--- src/rtl/axis_wait_arbiter.sv ---
// Round-robin frame arbiter ahead of the shared AXI-stream wait buffer.
// Grants one source for FRAME_LEN beats, then holds buf_start until it is acknowledged.
//
// state | meaning
// IDLE  | waiting for requests; arbitrates on any s_valid
// XFER  | granted source passed straight through to m_*
// START | frame complete; buf_start held until buf_start_ack
module axis_wait_arbiter #(
    parameter int WIDTH     = 32,
    parameter int NUM_SRC   = 2,
    parameter int FRAME_LEN = 16
) (
    input  logic                     clk,
    input  logic                     rst,
    input  logic [NUM_SRC*WIDTH-1:0] s_data,
    input  logic [NUM_SRC-1:0]       s_valid,
    output logic [NUM_SRC-1:0]       s_ready,
    output logic [WIDTH-1:0]         m_data,
    output logic                     m_valid,
    input  logic                     m_ready,
    output logic                     buf_start,
    input  logic                     buf_start_ack,
    output logic [1:0]               grant_id,
    output logic                     busy,
    output logic                     frame_done
);

    localparam int CNT_W = (FRAME_LEN > 1) ? $clog2(FRAME_LEN) : 1;
    localparam logic [CNT_W-1:0] CNT_LAST = CNT_W'(FRAME_LEN - 1);

    typedef enum logic [1:0] {IDLE, XFER, START} state_t;

    state_t           state, state_nxt;
    logic [CNT_W-1:0] cnt;
    logic [1:0]       last_grant;
    logic [1:0]       arb_idx;
    logic             arb_found;
    logic             beat;
    logic             last_beat;

    // Walk offsets from farthest to nearest so the nearest requester after last_grant wins.
    always_comb begin
        arb_found = 1'b0;
        arb_idx   = '0;
        for (int k = NUM_SRC; k >= 1; k--) begin
            for (int i = 0; i < NUM_SRC; i++) begin
                if (s_valid[i] && (((int'(last_grant) + k) % NUM_SRC) == i)) begin
                    arb_found = 1'b1;
                    arb_idx   = 2'(i);
                end
            end
        end
    end

    assign beat      = (state == XFER) && m_valid && m_ready;
    assign last_beat = beat && (cnt == CNT_LAST);

    always_ff @(posedge clk or negedge rst) begin
        if (!rst) begin
            state <= IDLE;
        end else begin
            state <= state_nxt;
        end
    end

    always_comb begin
        state_nxt = state;
        case (state)
            IDLE:    if (arb_found)     state_nxt = XFER;
            XFER:    if (last_beat)     state_nxt = START;
            START:   if (buf_start_ack) state_nxt = IDLE;
            default:                    state_nxt = IDLE;
        endcase
    end

    always_ff @(posedge clk or negedge rst) begin
        if (!rst) begin
            cnt        <= '0;
            grant_id   <= '0;
            last_grant <= 2'(NUM_SRC - 1);
            frame_done <= 1'b0;
        end else begin
            frame_done <= (state == START) && buf_start_ack;
            if (state == IDLE && arb_found) begin
                grant_id <= arb_idx;
            end
            if (state == START && buf_start_ack) begin
                last_grant <= grant_id;
            end
            if (beat) begin
                cnt <= last_beat ? '0 : cnt + CNT_W'(1);
            end
        end
    end

    always_comb begin
        m_data    = '0;
        m_valid   = 1'b0;
        s_ready   = '0;
        buf_start = 1'b0;
        busy      = (state != IDLE);
        case (state)
            XFER: begin
                for (int i = 0; i < NUM_SRC; i++) begin
                    if (grant_id == 2'(i)) begin
                        m_data     = s_data[i*WIDTH +: WIDTH];
                        m_valid    = s_valid[i];
                        s_ready[i] = m_ready;
                    end
                end
            end
            START:   buf_start = 1'b1;
            default: ;
        endcase
    end

endmodule
--- config.mk ---
export PLATFORM = sky130hd
export DESIGN_NAME = axis_wait_arbiter
export DESIGN_NICKNAME = d
export VERILOG_FILES = /design/src/rtl/axis_wait_arbiter.sv
export SDC_FILE = /design/constraint.sdc
export NUM_CORES = 1
export LEC_CHECK = 0
export ABC_AREA = 1
export BUFFER_PORTS_ARGS = -buffer_cell sky130_fd_sc_hd__buf_2
export CAP_MARGIN = 10
export CORE_ASPECT_RATIO = 1.4
export CORE_MARGIN = 2
export CORE_UTILIZATION = 37
export CTS_BUF_LIST = sky130_fd_sc_hd__clkbuf_4
export DETAILED_ROUTE_END_ITERATION = 8
export GPL_TIMING_DRIVEN = 1
export PLACE_DENSITY = 0.82
export SYNTH_ARGS = -nofsm -noshare
export SYNTH_HDL_FRONTEND = slang
export SYNTH_SLANG_ARGS = --single-unit
--- constraint.sdc ---
create_clock -name clk -period 1.76 [get_ports clk]
set_clock_uncertainty 0.2 [all_clocks]
set_input_delay 0.088 -clock clk [delete_from_list [all_inputs] [get_ports clk]]
set_output_delay 0.088 -clock clk [all_outputs]
set_load 0.02 [all_outputs]
==> results.json, run 1 <==
{
  "ant_nets": 0,
  "p_comb_frac": 0.821,
  "mostFrequentLayoutCells": "108 x buf_2, 85 x nand2_1, 30 x a21oi_2",
  "drt_iter0_markers": 18,
  "synth_compound_area_frac": 0.264,
  "io_buffers": 108,
  "finalSetupTns_ns": 0,
  "numCtsBuffers": 3,
  "cp_data_required_time_ns": 1.47,
  "synth_top_area_frac": 0.286,
  "criticalPathCategory": "flip-flop to output port",
  "switching_share": 0.578,
  "syn-cell-area_sq_mm": 0.00112,
  "drive_gt1_frac": 0.561,
  "vdd_drop_max_uv": 1400,
  "outcome": "finished, final reports clean",
  "cp-startpoint": "state[0]$_DFFE_PN0P_",
  "antenna_found_initial": 0,
  "yosys_warnings": 0,
  "dieWidth_um": 50.4,
  "grt.total_usage": 0.184,
  "nFillCells": 294,
  "period_share": 0.962,
  "num_rows": 23,
  "core_area_sq_mm": 0.00288,
  "cts_tree": "done",
  "syn-num-nets": 244,
  "synth_top_area_cell": "nand2_1",
  "initial_core_util": 0.388,
  "via_per_inst": 4.70,
  "powerDensity_mw_per_mm2": 1560,
  "critPathArrivalTime_ns": 1.40,
  "die_area_sq_mm": 0.00348,
  "dp_hpwl_um": 2630,
  "switchingPower_mw": 1.63,
  "synth_adder_area_share": 0.0112,
  "ios": 110,
  "rsz0062_at_grt": "false",
  "path_max_fanout": 4,
  "yosys_register_bits": 9,
  "finalNetCount": 359,
  "grt_max_degree": 36,
  "die_y_um": 69.0,
  "drt_wl_total_um": 3790,
  "clock_path_buffers": 2,
  "clkSlewWorstSetupHoldPaths_ns": 0.06,
  "hold_path_class": "primary input to asynchronous set/reset pin",
  "regToRegStartpoint": "state[1]$_DFFE_PN0P_",
  "pwr-share-clk": 0.058,
  "cts.sinks": 9,
  "synth_area_per_cell_sq_um": 6.46,
  "ys_seq_area_frac": 0.203,
  "ys_types": 25,
  "critPathLaunchType": "flip-flop",
  "fin_crit_ns": 1.69,
  "gp_congestion": 0.739,
  "synth_mux_area_frac": 0,
  "synthCells": 173,
  "drc": 0,
  "final_common_cell": "buf_2",
  "num_vias": 1523,
  "leakagePower_nw": 1.01,
  "synthXorXnorAreaFrac": 0.00784,
  "grt_pass1_vias": 1316,
  "grt_overflow": 0,
  "synthToLayoutAreaGrowth_pct": 61.3,
  "power.internal_mw": 1.19,
  "drv_cap": 0,
  "clock_latency_ns": 0.26,
  "diodes": 0,
  "post_drt_wl_per_cell_um": 11.7,
  "root_buffer": "clkbuf_4",
  "synth_top_family_by_area": "simple AND/OR/NAND/NOR gates",
  "synth-simple-area-share": 0.385,
  "drtPass1Iterations": 4,
  "hold_violations": 0,
  "power_frac_seq": 0.121,
  "max_freq_ghz": 0.591,
  "h-tree-depth": 1,
  "cp-end-kind": "output port",
  "synth_area_leaders": "nand2_1 29%, a21oi_2 24%, dfrtp_1 18%, buf_6 4.0%, inv_1 3.4%",
  "power.total_mw": 2.81,
  "grt_pass1_wl_um": 5270,
  "slew_viol_final": 0,
  "setup_viol": 0
}
state kept, by name (all words and copies together) (netlist names):
| name | cells |
|---|---|
| cnt | 4 |
| state | 2 |
| grant_id | 1 |
| frame_done | 1 |
| last_grant | 1 |
through the flow:
stage               utilization  cell area, sq um  hold slack [ns]  worst slack [ns]  std cells
finish                    0.626              1800         0.000731            0.0676        324
detailed placement        0.573              1650           -0.246             0.226        309
global placement          0.573              1650           -0.250             0.270        309
CTS                       0.601              1730          0.00302            0.0219        318
floorplan                     -              1120           -0.408             0.149        173
global route              0.626              1800           0.0111           0.00128        324
synthesized netlist by cell type:
master and number:
nand2_1 85, a21oi_2 30, inv_1 10, dfrtp_1 8, buf_2 6, buf_6 4
nand4_1 3, nor2_1 3, o21ai_1 3, a21oi_1 2, inv_2 2, inv_4 2
nand3_1 2, nor3_1 2, buf_4 1, conb_1 1, dfstp_2 1, ha_1 1
nand2_2 1, nand2_4 1, nand3_4 1, nor2_2 1, nor2_8 1, o31ai_1 1
xnor2_1 1
cells by family (layout without fill, tap and decap cells):
kind of cell    count (synthesis)  after routing
simple gates                  100            100
compound gates                 36             36
buf+inv                        25            139
flops                           9              9
fa+ha+maj                       1              1
other cells                     1              1
xor+xnor                        1              1
critical path: stages, from the launching register on:
cell     delay, ns
dfrtp_1       0.42
inv_2         0.13
nor2_8        0.05
buf_12        0.14
buf_4         0.15
nand2_1       0.07
inv_1         0.03
buf_2         0.14
routing by layer:
metal  up-vias  global-route usage  share of wire
met1       680               0.171           0.37
li1        773                   -              -
met5         -                   0              0
met3         2              0.0346          0.079
met4         0              0.0450         0.0032
met2        68               0.385           0.55
power groups by stage:
stage          Clock (mW)  Sequential (mW)  Combinational [mW]
4_1_cts             0.166            0.333                2.23
6_report            0.163            0.340                2.31
3_3_place_gp            0            0.336                2.17
5_1_grt             0.185            0.348                2.50
2_1_floorplan           0            0.331                1.63
3_5_place_dp            0            0.336                2.21
area by class of cell:
class                           count  area [sq um]  area share
Multi-Input combinational cell    139           751       0.417
Clock inverter                      1          5.00     0.00278
Inverter                           14          70.1      0.0389
Timing Repair inverter              3          26.3      0.0146
Sequential cell                     9           228       0.126
Tap cell                           37          46.3      0.0257
Timing Repair Buffer              118           653       0.362
Clock buffer                        3          22.5      0.0125
worst paths after layout:
kind | cells after the start | slack [ns] | end
setup / recovery | 7 | 0.07 | m_valid
hold / removal | 2 | 0.0007 | state[1]$_DFFE_PN0P_
setup reg to reg | 4 | 0.13 | grant_id[0]$_DFFE_PN0P_
hold reg to reg | 2 | 0.27 | last_grant[0]$_DFFE_PN1P_
max in group asynchronous | 2 | 1.11 | last_grant[0]$_DFFE_PN1P_
min in group clk | 5 | 0.07 | state[0]$_DFFE_PN0P_
repair_timing:
action	CTS	global route
buffers inserted	0	3
endpoints found under the setup margin	34	25
hold buffers	5	0
gates cloned	0	3
resized for setup	1	4
endpoints found under the hold margin	16	0
Power figures use the tool's default switching activity.
==> run 2, diff against run 1 <==
--- a/config.mk
+++ b/config.mk
@@ -14,6 +14,7 @@
 export CTS_BUF_LIST = sky130_fd_sc_hd__clkbuf_4
 export DETAILED_ROUTE_END_ITERATION = 8
 export GPL_TIMING_DRIVEN = 1
+export MAX_ROUTING_LAYER = met4
 export PLACE_DENSITY = 0.82
 export SYNTH_ARGS = -nofsm -noshare
 export SYNTH_HDL_FRONTEND = slang
==> run 2 against run 1 <==
  * The run now ends with hold timing left
  * Sequential share of layout area is the same
  * Register-to-register slack is essentially flat
  * Cell count is the same
  * Setup slack gained 0.0065 ns
  * Flip-flop and latch count is the same
  * Die area is the same
  * Fmax grew 0.39%
  * Clock-buffer cell count is the same
  * Clock power is essentially flat
  * Design area is the same
==> results.json, run 2 (synthesized netlist as in run 1, its figures left out) <==
{
  "outcome": "finished with violations",
  "violations": "hold timing",
  "grt_pass1_vias": 1311,
  "die_y_um": 69.0,
  "grt_overflow": 0,
  "drt_wl_total_um": 3790,
  "timing.hold.ws_ns": -0.000483,
  "top_layer": "met4",
  "rsz0062_at_grt": "false",
  "drt_iter0_markers": 13,
  "nFillCells": 294,
  "ant_nets": 0,
  "wl_met2_um": 2060,
  "drtPass1Iterations": 4,
  "slew_viol_final": 0,
  "critPathArrivalTime_ns": 1.40,
  "hold_path_class": "primary input to asynchronous set/reset pin",
  "vdd_drop_max_uv": 1400,
  "criticalPathCategory": "flip-flop to output port",
  "met3_length_um": 306,
  "m1WireLength_um": 1390,
  "critPathLaunchType": "flip-flop",
  "via_per_inst": 4.67,
  "diodes": 0,
  "die_area_sq_mm": 0.00348,
  "setup_viol": 0,
  "powerDensity_mw_per_mm2": 1560,
  "place_inst": 309,
  "cts.sinks": 9,
  "numCtsBuffers": 3,
  "leakagePower_nw": 1.01,
  "clkSlewWorstSetupHoldPaths_ns": 0.06,
  "finalSetupTns_ns": 0,
  "grt_max_degree": 36,
  "h-tree-depth": 1,
  "post_drt_wl_per_cell_um": 11.7,
  "core_area_sq_mm": 0.00288,
  "drv_cap": 0,
  "finalNetCount": 359,
  "period_share": 0.958,
  "multiInputGateArea_sq_um": 751,
  "reg_top3": "cnt: 4 flops, state: 2 flops",
  "num_rows": 23,
  "gp_congestion": 0.748,
  "mostFrequentLayoutCells": "108 x buf_2, 85 x nand2_1, 30 x a21oi_2",
  "drive_gt1_frac": 0.561,
  "antenna_found_initial": 0,
  "layout.cells.non_filler": 324,
  "grt.total_usage": 0.190,
  "num_vias": 1513,
  "fin_crit_ns": 1.69,
  "initial_core_util": 0.388,
  "final_common_cell": "buf_2",
  "drc": 0,
  "synthToLayoutAreaGrowth_pct": 61.3,
  "dp_hpwl_um": 2630,
  "root_buffer": "clkbuf_4",
  "finalCoreUtilization": 0.626,
  "cp_data_required_time_ns": 1.47,
  "clock_latency_ns": 0.26,
  "cp-end-kind": "output port",
  "io_buffers": 108,
  "power.total_mw": 2.81,
  "grt_pass1_wl_um": 5300,
  "dieWidth_um": 50.4,
  "seq_area_sq_um": 228,
  "largest_reg_flops": 4,
  "reg2reg_depth": 4,
  "ios": 110,
  "hold_violations": 4,
  "path_max_fanout": 4,
  "cts_tree": "done",
  "max_freq_ghz": 0.593,
  "clock_path_buffers": 2,
  "top_register": "cnt"
}
[run 2: cell counts in the layout (fill, tap and decap cells not counted)]
No cell type changed its count.
[run 2: stage by stage]
step	setup WS, ns	cell area, sq um	hold slack [ns]
2_1_floorplan	0.149	1120	-0.408
3_3_place_gp	0.270	1650	-0.250
3_5_place_dp	0.226	1650	-0.246
4_1_cts	0.0219	1730	0.00302
5_1_grt	0.00128	1800	0.0111
6_report	0.0741	1800	-0.000483
[run 2: what timing repair did]
item	CTS	global route
setup endpoints to repair	34	25
setup buffers	0	3
hold buffers	5	0
gates resized for setup	1	4
gates cloned	0	3
endpoints found under the hold margin	16	0
[run 2: final cells by class]
cell class / count / area share
Inverter: 14 / 0.0389
Timing Repair Buffer: 118 / 0.362
Multi-Input combinational cell: 139 / 0.417
Sequential cell: 9 / 0.126
Timing Repair inverter: 3 / 0.0146
Clock buffer: 3 / 0.0125
Tap cell: 37 / 0.0257
Clock inverter: 1 / 0.00278
[run 2: path summary, 6_finish.rpt]
kind	startpoint	end	slack (ns)
min reg2reg	last_grant[0]$_DFFE_PN1P_	last_grant[0]$_DFFE_PN1P_	0.27
max	state[0]$_DFFE_PN0P_	m_valid	0.07
max reg2reg	state[1]$_DFFE_PN0P_	grant_id[0]$_DFFE_PN0P_	0.12
min	rst	state[1]$_DFFE_PN0P_	-0.0005
max in group asynchronous	rst	last_grant[0]$_DFFE_PN1P_	1.12
min in group clk	s_valid[0]	grant_id[0]$_DFFE_PN0P_	0.06
[run 2: layer usage]
layer | vias to the layer above | track usage
met5 | - | -
met4 | 0 | 0.0390
met3 | 2 | 0.0368
met2 | 68 | 0.387
met1 | 670 | 0.172
li1 | 773 | -
[run 2: critical path: stages, from the launching register on]
cell     delay [ns]
dfrtp_1        0.42
inv_2          0.13
nor2_8         0.05
buf_12         0.14
buf_4          0.15
nand2_1        0.07
inv_1          0.03
buf_2          0.14
[run 2: power breakdown]
group / switching (mW) / internal [mW] / total [mW]
Combinational: 1.48 / 0.833 / 2.31
Clock: 0.0792 / 0.0841 / 0.163
Sequential: 0.0707 / 0.269 / 0.339
